[src/rtl/dmux4way16_dispatch_pkg.sv]
// Shared definitions for the 4-way 16-bit dispatcher.
// Contents:
//   SEL_A..SEL_D : channel select encoding, shared with the mux4way16 direction
//   SelW         : width of the select field
//   NumChan      : number of output channels
//   sel_decode() : 2-bit select to one-hot channel vector
package dmux4way16_dispatch_pkg;

    localparam int unsigned SelW    = 2;
    localparam int unsigned NumChan = 4;

    localparam logic [SelW-1:0] SEL_A = 2'b00;
    localparam logic [SelW-1:0] SEL_B = 2'b01;
    localparam logic [SelW-1:0] SEL_C = 2'b10;
    localparam logic [SelW-1:0] SEL_D = 2'b11;

    function automatic logic [NumChan-1:0] sel_decode(input logic [SelW-1:0] sel);
        logic [NumChan-1:0] onehot;
        onehot = '0;
        unique case (sel)
            SEL_A:   onehot = 4'b0001;
            SEL_B:   onehot = 4'b0010;
            SEL_C:   onehot = 4'b0100;
            SEL_D:   onehot = 4'b1000;
            default: onehot = '0;
        endcase
        return onehot;
    endfunction

endpackage

[src/rtl/dmux4way16_dispatch_if.sv]
// Handshake bundle of the dispatcher: one producer-side input stream, four
// consumer-side output channels (a..d) and the drop counter.
// Modports:
//   slave  : the dispatcher (consumes in_*, drives out_*_valid/data, drop_cnt)
//   master : the environment (drives in_* and out_*_ready)
interface dmux4way16_dispatch_if
    import dmux4way16_dispatch_pkg::*;
#(
    parameter int unsigned WIDTH = 16
);

    logic             in_valid;
    logic             in_ready;
    logic [WIDTH-1:0] in_data;
    logic [SelW-1:0]  in_sel;

    logic             out_a_valid;
    logic             out_a_ready;
    logic [WIDTH-1:0] out_a_data;
    logic             out_b_valid;
    logic             out_b_ready;
    logic [WIDTH-1:0] out_b_data;
    logic             out_c_valid;
    logic             out_c_ready;
    logic [WIDTH-1:0] out_c_data;
    logic             out_d_valid;
    logic             out_d_ready;
    logic [WIDTH-1:0] out_d_data;

    logic [7:0]       drop_cnt;

    modport slave (
        input  in_valid, in_data, in_sel,
        input  out_a_ready, out_b_ready, out_c_ready, out_d_ready,
        output in_ready,
        output out_a_valid, out_a_data, out_b_valid, out_b_data,
        output out_c_valid, out_c_data, out_d_valid, out_d_data,
        output drop_cnt
    );

    modport master (
        output in_valid, in_data, in_sel,
        output out_a_ready, out_b_ready, out_c_ready, out_d_ready,
        input  in_ready,
        input  out_a_valid, out_a_data, out_b_valid, out_b_data,
        input  out_c_valid, out_c_data, out_d_valid, out_d_data,
        input  drop_cnt
    );

endinterface

[src/rtl/dmux4way16_dispatch_chan_fifo.sv]
// Per-channel FIFO of the dispatcher.
// Ports:
//   clk, rst_n  : clock, asynchronous active-low reset
//   push        : write push_data (ignored when full)
//   push_data   : word to write
//   pop         : consumer takes the head (ignored when empty)
//   valid       : FIFO holds at least one word
//   head        : head word when valid, otherwise the last popped word
//   count       : number of stored words, 0..DEPTH
module chan_fifo #(
    parameter  int unsigned WIDTH = 16,
    parameter  int unsigned DEPTH = 2,
    localparam int unsigned CntW  = $clog2(DEPTH) + 1
) (
    input  logic             clk,
    input  logic             rst_n,
    input  logic             push,
    input  logic [WIDTH-1:0] push_data,
    input  logic             pop,
    output logic             valid,
    output logic [WIDTH-1:0] head,
    output logic [CntW-1:0]  count
);

    localparam int unsigned PtrW = (DEPTH > 1) ? $clog2(DEPTH) : 1;

    logic [WIDTH-1:0] mem_q [DEPTH];
    logic [WIDTH-1:0] mem_d [DEPTH];
    logic [PtrW-1:0]  wr_ptr_q, wr_ptr_d;
    logic [PtrW-1:0]  rd_ptr_q, rd_ptr_d;
    logic [CntW-1:0]  count_q, count_d;
    logic [WIDTH-1:0] last_q, last_d;
    logic             do_push, do_pop;

    always_comb begin
        // Full blocks a push even when a pop happens in the same cycle.
        do_push  = push && (count_q < CntW'(DEPTH));
        do_pop   = pop && (count_q != '0);
        mem_d    = mem_q;
        wr_ptr_d = wr_ptr_q;
        rd_ptr_d = rd_ptr_q;
        last_d   = last_q;
        count_d  = count_q;

        if (do_push) begin
            mem_d[wr_ptr_q] = push_data;
            // DEPTH is a power of two, so pointers wrap by overflow.
            wr_ptr_d        = wr_ptr_q + PtrW'(1);
        end
        if (do_pop) begin
            last_d   = mem_q[rd_ptr_q];
            rd_ptr_d = rd_ptr_q + PtrW'(1);
        end

        unique case ({do_push, do_pop})
            2'b10:   count_d = count_q + CntW'(1);
            2'b01:   count_d = count_q - CntW'(1);
            default: count_d = count_q;
        endcase
    end

    always_ff @(posedge clk or negedge rst_n) begin
        if (!rst_n) begin
            for (int i = 0; i < int'(DEPTH); i++) begin
                mem_q[i] <= '0;
            end
            wr_ptr_q <= '0;
            rd_ptr_q <= '0;
            count_q  <= '0;
            last_q   <= '0;
        end else begin
            mem_q    <= mem_d;
            wr_ptr_q <= wr_ptr_d;
            rd_ptr_q <= rd_ptr_d;
            count_q  <= count_d;
            last_q   <= last_d;
        end
    end

    assign valid = (count_q != '0);
    assign head  = valid ? mem_q[rd_ptr_q] : last_q;
    assign count = count_q;

endmodule

[src/rtl/dmux4way16_dispatch.sv]
// Routes a single input word stream to one of four output channels (a..d)
// chosen by in_sel. Each channel buffers in its own FIFO so a stalled
// consumer never blocks the other channels.
// Ports:
//   clk    : rising-edge clock
//   rst_n  : asynchronous reset, active-low
//   bus    : slave side of dmux4way16_dispatch_if (input stream, four output
//            channels, saturating drop_cnt of stalled input cycles)
module dmux4way16_dispatch
    import dmux4way16_dispatch_pkg::*;
#(
    parameter int unsigned WIDTH = 16,
    parameter int unsigned DEPTH = 2
) (
    input  logic                        clk,
    input  logic                        rst_n,
    dmux4way16_dispatch_if.slave        bus
);

    localparam int unsigned CntW = $clog2(DEPTH) + 1;

    logic [NumChan-1:0] push_vec;
    logic [NumChan-1:0] pop_vec;
    logic [NumChan-1:0] valid_vec;
    logic [WIDTH-1:0]   head_vec [NumChan];
    logic [CntW-1:0]    cnt_vec  [NumChan];
    logic               in_ready;
    logic [7:0]         drop_q, drop_d;

    always_comb begin
        // Only registered counts feed in_ready; consumer ready never does.
        in_ready = rst_n && (cnt_vec[bus.in_sel] < CntW'(DEPTH));
        push_vec = (bus.in_valid && in_ready) ? sel_decode(bus.in_sel) : '0;
        pop_vec  = {bus.out_d_ready, bus.out_c_ready, bus.out_b_ready, bus.out_a_ready};

        drop_d = drop_q;
        if (bus.in_valid && !in_ready && (drop_q != 8'hFF)) begin
            drop_d = drop_q + 8'd1;
        end
    end

    always_ff @(posedge clk or negedge rst_n) begin
        if (!rst_n) begin
            drop_q <= '0;
        end else begin
            drop_q <= drop_d;
        end
    end

    for (genvar i = 0; i < int'(NumChan); i++) begin : gen_chan
        chan_fifo #(
            .WIDTH (WIDTH),
            .DEPTH (DEPTH)
        ) u_chan_fifo (
            .clk       (clk),
            .rst_n     (rst_n),
            .push      (push_vec[i]),
            .push_data (bus.in_data),
            .pop       (pop_vec[i]),
            .valid     (valid_vec[i]),
            .head      (head_vec[i]),
            .count     (cnt_vec[i])
        );
    end

    assign bus.in_ready    = in_ready;
    assign bus.drop_cnt    = drop_q;
    assign bus.out_a_valid = valid_vec[0];
    assign bus.out_b_valid = valid_vec[1];
    assign bus.out_c_valid = valid_vec[2];
    assign bus.out_d_valid = valid_vec[3];
    assign bus.out_a_data  = head_vec[0];
    assign bus.out_b_data  = head_vec[1];
    assign bus.out_c_data  = head_vec[2];
    assign bus.out_d_data  = head_vec[3];

endmodule

[src/flat_wrapper.sv]
// flat-port wrapper written by rule: the top's interface ports become plain ports
module dmux4way16_dispatch_flat import dmux4way16_dispatch_pkg::*;
#(
    parameter int unsigned WIDTH = 16,
    parameter int unsigned DEPTH = 2
)
  (clk, rst_n, bus_in_valid, bus_in_data, bus_in_sel, bus_out_a_ready, bus_out_b_ready, bus_out_c_ready, bus_out_d_ready, bus_in_ready, bus_out_a_valid, bus_out_a_data, bus_out_b_valid, bus_out_b_data, bus_out_c_valid, bus_out_c_data, bus_out_d_valid, bus_out_d_data, bus_drop_cnt);
  dmux4way16_dispatch_if #(.WIDTH(WIDTH)) bus_i ();
  input  logic clk;
  input  logic rst_n;
  input wire logic [$bits(bus_i.in_valid)-1:0] bus_in_valid;
  input wire logic [$bits(bus_i.in_data)-1:0] bus_in_data;
  input wire logic [$bits(bus_i.in_sel)-1:0] bus_in_sel;
  input wire logic [$bits(bus_i.out_a_ready)-1:0] bus_out_a_ready;
  input wire logic [$bits(bus_i.out_b_ready)-1:0] bus_out_b_ready;
  input wire logic [$bits(bus_i.out_c_ready)-1:0] bus_out_c_ready;
  input wire logic [$bits(bus_i.out_d_ready)-1:0] bus_out_d_ready;
  output wire logic [$bits(bus_i.in_ready)-1:0] bus_in_ready;
  output wire logic [$bits(bus_i.out_a_valid)-1:0] bus_out_a_valid;
  output wire logic [$bits(bus_i.out_a_data)-1:0] bus_out_a_data;
  output wire logic [$bits(bus_i.out_b_valid)-1:0] bus_out_b_valid;
  output wire logic [$bits(bus_i.out_b_data)-1:0] bus_out_b_data;
  output wire logic [$bits(bus_i.out_c_valid)-1:0] bus_out_c_valid;
  output wire logic [$bits(bus_i.out_c_data)-1:0] bus_out_c_data;
  output wire logic [$bits(bus_i.out_d_valid)-1:0] bus_out_d_valid;
  output wire logic [$bits(bus_i.out_d_data)-1:0] bus_out_d_data;
  output wire logic [$bits(bus_i.drop_cnt)-1:0] bus_drop_cnt;
  assign bus_i.in_valid = bus_in_valid;
  assign bus_i.in_data = bus_in_data;
  assign bus_i.in_sel = bus_in_sel;
  assign bus_i.out_a_ready = bus_out_a_ready;
  assign bus_i.out_b_ready = bus_out_b_ready;
  assign bus_i.out_c_ready = bus_out_c_ready;
  assign bus_i.out_d_ready = bus_out_d_ready;
  assign bus_in_ready = bus_i.in_ready;
  assign bus_out_a_valid = bus_i.out_a_valid;
  assign bus_out_a_data = bus_i.out_a_data;
  assign bus_out_b_valid = bus_i.out_b_valid;
  assign bus_out_b_data = bus_i.out_b_data;
  assign bus_out_c_valid = bus_i.out_c_valid;
  assign bus_out_c_data = bus_i.out_c_data;
  assign bus_out_d_valid = bus_i.out_d_valid;
  assign bus_out_d_data = bus_i.out_d_data;
  assign bus_drop_cnt = bus_i.drop_cnt;
  dmux4way16_dispatch #(.WIDTH(WIDTH), .DEPTH(DEPTH)) u_core (.clk(clk), .rst_n(rst_n), .bus(bus_i));
endmodule
[config.mk]
export PLATFORM = sky130hd
export DESIGN_NAME = dmux4way16_dispatch_flat
export DESIGN_NICKNAME = d
export VERILOG_FILES = /design/src/rtl/dmux4way16_dispatch_pkg.sv /design/src/rtl/dmux4way16_dispatch_if.sv /design/src/rtl/dmux4way16_dispatch_chan_fifo.sv /design/src/rtl/dmux4way16_dispatch.sv /design/src/flat_wrapper.sv
export SDC_FILE = /design/constraint.sdc
export NUM_CORES = 1
export LEC_CHECK = 0
export ABC_CLOCK_PERIOD_IN_PS = 1950
export CAP_MARGIN = 15
export CORE_ASPECT_RATIO = 0.9
export CORE_MARGIN = 2
export CORE_UTILIZATION = 51
export DETAILED_ROUTE_END_ITERATION = 6
export PLACE_DENSITY = 0.86
export SLEW_MARGIN = 20
export SYNTH_ARGS = -nofsm -noshare
export SYNTH_HDL_FRONTEND = slang
export SYNTH_SLANG_ARGS = --single-unit
[constraint.sdc]
create_clock -name clk -period 1.95 [get_ports clk]
set_input_delay 0.585 -clock clk [delete_from_list [all_inputs] [get_ports clk]]
set_output_delay 0.585 -clock clk [all_outputs]
set_load 0.005 [all_outputs]
-- Yosys cells after proc, flatten, opt, wreduce, memory -nomap -nowiden
Cells that the tools add are included.
- bits of input ports: 25
- memories kept: 0
- bits in latches: 0
- bits in read-only memories: 0
- word-level logic and storage cells: 144
- register bits after elaboration: 216
- RAM bits: 0
- $mul: 0
- shifts and indexed selects: 0
- div/mod/pow operators: 0
- equal/unequal tests: 12
- reduce and logical (&&, ||, !) cells: 26
- magnitude comparators: 18
- bitwise operators: 9
- add/subtract/negate cells: 17
- multiplexer cells: 37
- operators by type and width (kind ; number):
    16-bit 2-to-1 mux ; 20
    32-bit bitwise mux ; 4
    16-bit demux with 1-bit select ; 4
    2-bit greater-or-equal comparator, second input constant ; 8
    1-bit logical AND ; 16
    1-bit inverter with 2-bit output ; 8
    2-bit one-hot mux with 2 select lines ; 4
    4-bit one-hot mux with 4 select lines ; 1
    2-bit nonzero test ; 8
    2-bit equality test, second input constant ; 6
    2-bit by 1-bit equality test with 1-bit output, second input constant ; 5
    2-bit less-than comparator, second input constant ; 5
    1-bit adder, second input constant ; 8
    2-bit by 1-bit adder with 2-bit output, second input constant ; 4
    8-bit by 1-bit adder with 8-bit output, second input constant ; 1
    2-bit by 1-bit less-than comparator with 1-bit output, second input constant ; 4
    8-bit != test, second input constant ; 1
    2-bit by 1-bit subtractor with 2-bit output, second input constant ; 4
    2-bit binary-select mux with 2-bit select ; 1
    2-bit 2-to-1 mux ; 2
    4-bit 2-to-1 mux ; 1
    3-bit greater-or-equal comparator, second input constant ; 1
    2-bit inverter with 3-bit output ; 1
    2-bit zero test ; 1
    1-bit zero test ; 1

-- Depth between registers and ports, before layout
- depth after elaboration: 11
- gate-level depth with buffers: 9

-- Cells and area by module
From an unflattened synthesis, not the netlist that was laid out.
- cell total of the unflattened synthesis: 799
- area total of the unflattened synthesis: 9628.0 µm²
- by module, submodules not included (module ; seq. area each (µm²) ; times used ; area an instance (µm²) ; cells an instance):
    chan_fifo at u_core.gen_chan[0].u_chan_fifo ... ; 1301.2 ; 3 ; 2284.7 ; 188
    chan_fifo at u_core.gen_chan[3].u_chan_fifo ; 1301.2 ; 1 ; 2283.4 ; 188
    dmux4way16_dispatch ; 200.2 ; 1 ; 490.5 ; 47

-- Least setup slack after synthesis
Ideal clock, no wire load.
- kind: input port to flip-flop
- start: in bus_in_sel[0]
- end: reg u_core.gen_chan[2].u_chan_fifo.mem_q[10] in the netlist's numbering
- slack: -177 ps
- setup time: 125 ps
- cell stages on the path: 6
- arrival time: 2002 ps
- path buffers: 3
- path through: or4b_1 > clkbuf_2 > or2_1 > buf_6 > buf_12 > mux2_4
- longest elaborated chain between the ends: 9
- ends and longest elaborated chain (what ; line ; text):
    start, declared ; flat_wrapper.sv:13 ; input wire logic [$bits(bus_i.in_sel)-1:0] bus_in_sel;
    2-bit inverter with 3-bit output (implied by the code) ; dmux4way16_dispatch.sv:32 ; in_ready = rst_n && (cnt_vec[bus.in_sel] < CntW'(DEPTH));
    2-bit binary-select mux with 2-bit select ; dmux4way16_dispatch.sv:32 ;
    2-bit 2-to-1 mux (implied by the code) (2 in a row) ; dmux4way16_dispatch.sv:32 ;
    2-bit less-than comparator ; dmux4way16_dispatch.sv:32 ;
    1-bit logical AND ; dmux4way16_dispatch.sv:32 ;
    1-bit logical AND ; dmux4way16_dispatch.sv:33 ; push_vec = (bus.in_valid && in_ready) ? sel_decode(bus.in_sel) : '0;
    4-bit 2-to-1 mux (*) ; dmux4way16_dispatch.sv:33 ;
    1-bit logical AND (*) ; dmux4way16_dispatch_chan_fifo.sv:37 ; do_push = push && (count_q < CntW'(DEPTH));
    end signal, assigned ; dmux4way16_dispatch_chan_fifo.sv:72 ; mem_q <= mem_d;
    end, declared ; dmux4way16_dispatch_chan_fifo.sv:27 ; logic [WIDTH-1:0] mem_q [DEPTH];
Mark *: on every way between the ends. The rest lies on a longest branch, timed or not. The select of a mux whose other input is x is not followed.
A chain may end at the register's enable or synchronous reset.

-- Worst setup path after layout
- start: reg u_core.gen_chan[0].u_chan_fifo.count_q[1]
- end: out bus_out_a_data[4]
- longest elaborated chain between the ends: 2
- ends and longest elaborated chain (what ; line ; text):
    start, declared ; dmux4way16_dispatch_chan_fifo.sv:31 ; logic [CntW-1:0] count_q, count_d;
    start signal, assigned ; dmux4way16_dispatch_chan_fifo.sv:75 ; count_q <= count_d;
    2-bit nonzero test ; dmux4way16_dispatch_chan_fifo.sv:80 ; assign valid = (count_q != '0);
    16-bit 2-to-1 mux ; dmux4way16_dispatch_chan_fifo.sv:81 ; assign head = valid ? mem_q[rd_ptr_q] : last_q;
    end, declared ; flat_wrapper.sv:20 ; output wire logic [$bits(bus_i.out_a_data)-1:0] bus_out_a_data;
No other way between the ends.

==> impl_metrics.json <==
{
  "grt_max_degree": 60,
  "fmax_mhz": 410,
  "grt_use_total_pct": 25.8,
  "clock_sinks": 216,
  "fin_crit_sh_pct": 125,
  "violations": "negative setup slack",
  "layout_common_cells": "dfrtp_1 (215), mux2_2 (120), nand2_1 (76)",
  "slew_headroom_pct": 49.1,
  "cts_tree": "done",
  "syn_nets": 831,
  "setup-violations-final": 72,
  "antenna_found_initial": 0,
  "drcViolationCount": 0,
  "ys_seq_area_share_pct": 57.0,
  "clk_latency_ps": 520,
  "die_h_um": 133,
  "post-route-min-period_ps": 2440,
  "arrival_ps": 1860,
  "p_leak_nw": 6.02,
  "initial_utilization_pct": 51.9,
  "drt-total-wl_mm": 27.2,
  "htreeDepth": 1,
  "boundaryPins": 102,
  "hp-class": "in2async",
  "coreArea_um2": 18300,
  "num-nets-final": 1008,
  "critPathKind": "reg2out",
  "avgSynthCellArea_um2": 11.8,
  "required_ps": 1360,
  "gp_congestion": 0.798,
  "dieWidth_um": 148,
  "synth_edf_count": 0,
  "ys.flop_type": "dfrtp_1",
  "synth_area_um2": 9480,
  "via_per_inst": 5.72,
  "rsz0062_at_grt": "yes",
  "rows": 47,
  "grt_pass1_vias": 7222,
  "cp-end-kind": "primary output",
  "cap_viol_max_count": 0,
  "clockRootBuffer": "clkbuf_16",
  "max-clock-path-buffers": 3,
  "yosysWarnings": 0,
  "synthCells": 801,
  "async_reset_ff_share_pct": 100,
  "via_count": 7078,
  "tightest_slew_ps": 764,
  "fin_ws_ps": -491,
  "detail-route-antenna-nets": 0,
  "outcome": "finished, violations left",
  "numCtsBuffers": 23,
  "final_common_cell": "dfrtp_1",
  "dpl.hpwl_mm": 13.9,
  "routedWlPerCell_um": 22.0,
  "synth_cell_types": 32,
  "vdd_drop_max_v": 0.00104,
  "final_layout_size_suffix_gt1_share_pct": 52.0,
  "critPathMaxFanout": 9,
  "portBuffers": 101,
  "grt_pass1_wl_mm": 39.6,
  "clk_pin_slew_ps": 60,
  "diodes": 0,
  "grt_overflow": 0,
  "first_pass_iters": 4,
  "fin_skew_ps": 19.7,
  "hold_viol_final": 0,
  "post-route-util_pct": 73.6,
  "whs_ps": 111,
  "drt_iter0_drc": 478,
  "dieArea_um2": 19700,
  "setup_tns_ps": -24070,
  "critical_path.startpoint_type": "flip-flop",
  "power_density_nw_per_um2": 1900,
  "drv_slew": 0,
  "areaGrowthSynthToFinish_pct": 42.0,
  "ys_ff_latch": 216
}
## area by class of cell
cell class / instances / area [um2]
Clock inverter: 7 / 88.8
Tap cell: 245 / 307
Clock buffer: 32 / 649
Fill cell: 1114 / 4830
Multi-Input combinational cell: 530 / 4990
Inverter: 8 / 30.0
Sequential cell: 216 / 5410
Timing Repair Buffer: 199 / 1990
## per-stage QoR
stage / std cells / worst slack [ps] / cell area [um2] / power (mW)
after CTS: 1219 / -423 / 12700 / 23.2
final: 1237 / -491 / 13500 / 25.6
after global routing: 1237 / -508 / 13500 / 26.8
after floorplan: 801 / -177 / 9510 / 12.4
after detailed placement: 1154 / -810 / 11200 / 17.1
after global placement: 1154 / -807 / 11200 / 16.7
## registers in the layout (all words and copies together), names as in the netlist
register                              flops
u_core.gen_chan.u_chan_fifo.last_q       64
u_core.bus.drop_cnt                       8
u_core.gen_chan.u_chan_fifo.mem_q       128
u_core.gen_chan.u_chan_fifo.count         8
u_core.gen_chan.u_chan_fifo.wr_ptr_q      4
u_core.gen_chan.u_chan_fifo.rd_ptr_q      4
## repair_timing
item / CTS / global route
resized for setup: 374 / 196
endpoints found under the hold margin: 0 / 0
buffers inserted: 18 / 14
hold buffers: 0 / 0
gates cloned: 8 / 8
setup endpoints to repair: 158 / 86
pin swaps: 16 / 19
## critical path, stage by stage (launching register included)
cell,delay (ps)
dfrtp_1,390
or2_4,330
buf_16,180
nor2_2,150
a21oi_2,60
clkdlybuf4s15_2,230
## final timing paths
| kind | start | end | slack (ps) | cells after the start |
|---|---|---|---|---|
| setup / recovery | u_core.gen_chan[0].u_chan_fifo.count[1] | bus_out_a_data[4] | -490 | 5 |
| hold reg to reg | u_core.gen_chan[1].u_chan_fifo.last_q[3] | u_core.gen_chan[1].u_chan_fifo.last_q[3] | 480 | 2 |
| hold / removal | rst_n | u_core.bus.drop_cnt[7] | 110 | 3 |
| min in group clk | u_core.gen_chan[1].u_chan_fifo.last_q[3] | u_core.gen_chan[1].u_chan_fifo.last_q[3] | 480 | 2 |
| max in group asynchronous | rst_n | u_core.gen_chan[0].u_chan_fifo.mem_q[19] | 540 | 3 |
| setup reg to reg | u_core.gen_chan[2].u_chan_fifo.count[1] | u_core.gen_chan[2].u_chan_fifo.mem_q[7] | -10 | 4 |
## where the power goes
part	internal (mW)	switching [mW]	leakage [nW]
sequential	6.52	1.78	2.73
combinational	7.00	5.98	2.92
clock	2.58	1.76	0.367
total	16.1	9.52	6.02
## metal layers
metal / up-vias / GRT usage, % / wire length [um]
met2: 200 / 44.6 / 14000
li1: 3134 / - / -
met5: - / 0 / 0
met1: 3676 / 34.5 / 11100
met4: 0 / 7.53 / 942
met3: 68 / 3.05 / 1200
## cells in the mapped netlist (2+ instances only)
cell | count | area share [%]
nand4_1 | 2 | 0.13
buf_1 | 2 | 0.079
xor2_1 | 10 | 0.92
mux2_4 | 10 | 1.6
mux2_2 | 122 | 14
nand3_1 | 2 | 0.11
mux2i_1 | 64 | 6.8
xnor2_1 | 16 | 1.5
clkbuf_1 | 37 | 1.5
or2_1 | 2 | 0.13
nor2_2 | 2 | 0.13
nor4_1 | 5 | 0.33
nor3_1 | 3 | 0.16
or2_2 | 4 | 0.26
nand2_1 | 76 | 3.0
o21ai_0 | 64 | 3.4
dfrtp_1 | 216 | 57
buf_4 | 2 | 0.16
nor2_1 | 71 | 2.8
inv_1 | 8 | 0.32
nand2b_1 | 2 | 0.13
buf_2 | 2 | 0.11
a21oi_1 | 64 | 3.4
ha_1 | 5 | 0.66
buf_6 | 3 | 0.36
## kinds of logic after synthesis
logic type               Yosys count  synth area share (%)
AO/OA/AOI/OAI                    129                  6.82
buffers and inverters             56                  2.74
adder cells (fa/ha/maj)            5                 0.660
XOR/XNOR                          26                  2.40
flip-flops                       216                  57.0
multiplexers                     196                  22.8
AND/OR/NAND/NOR                  173                  7.55
No activity file was read; power rests on OpenSTA's default activity.
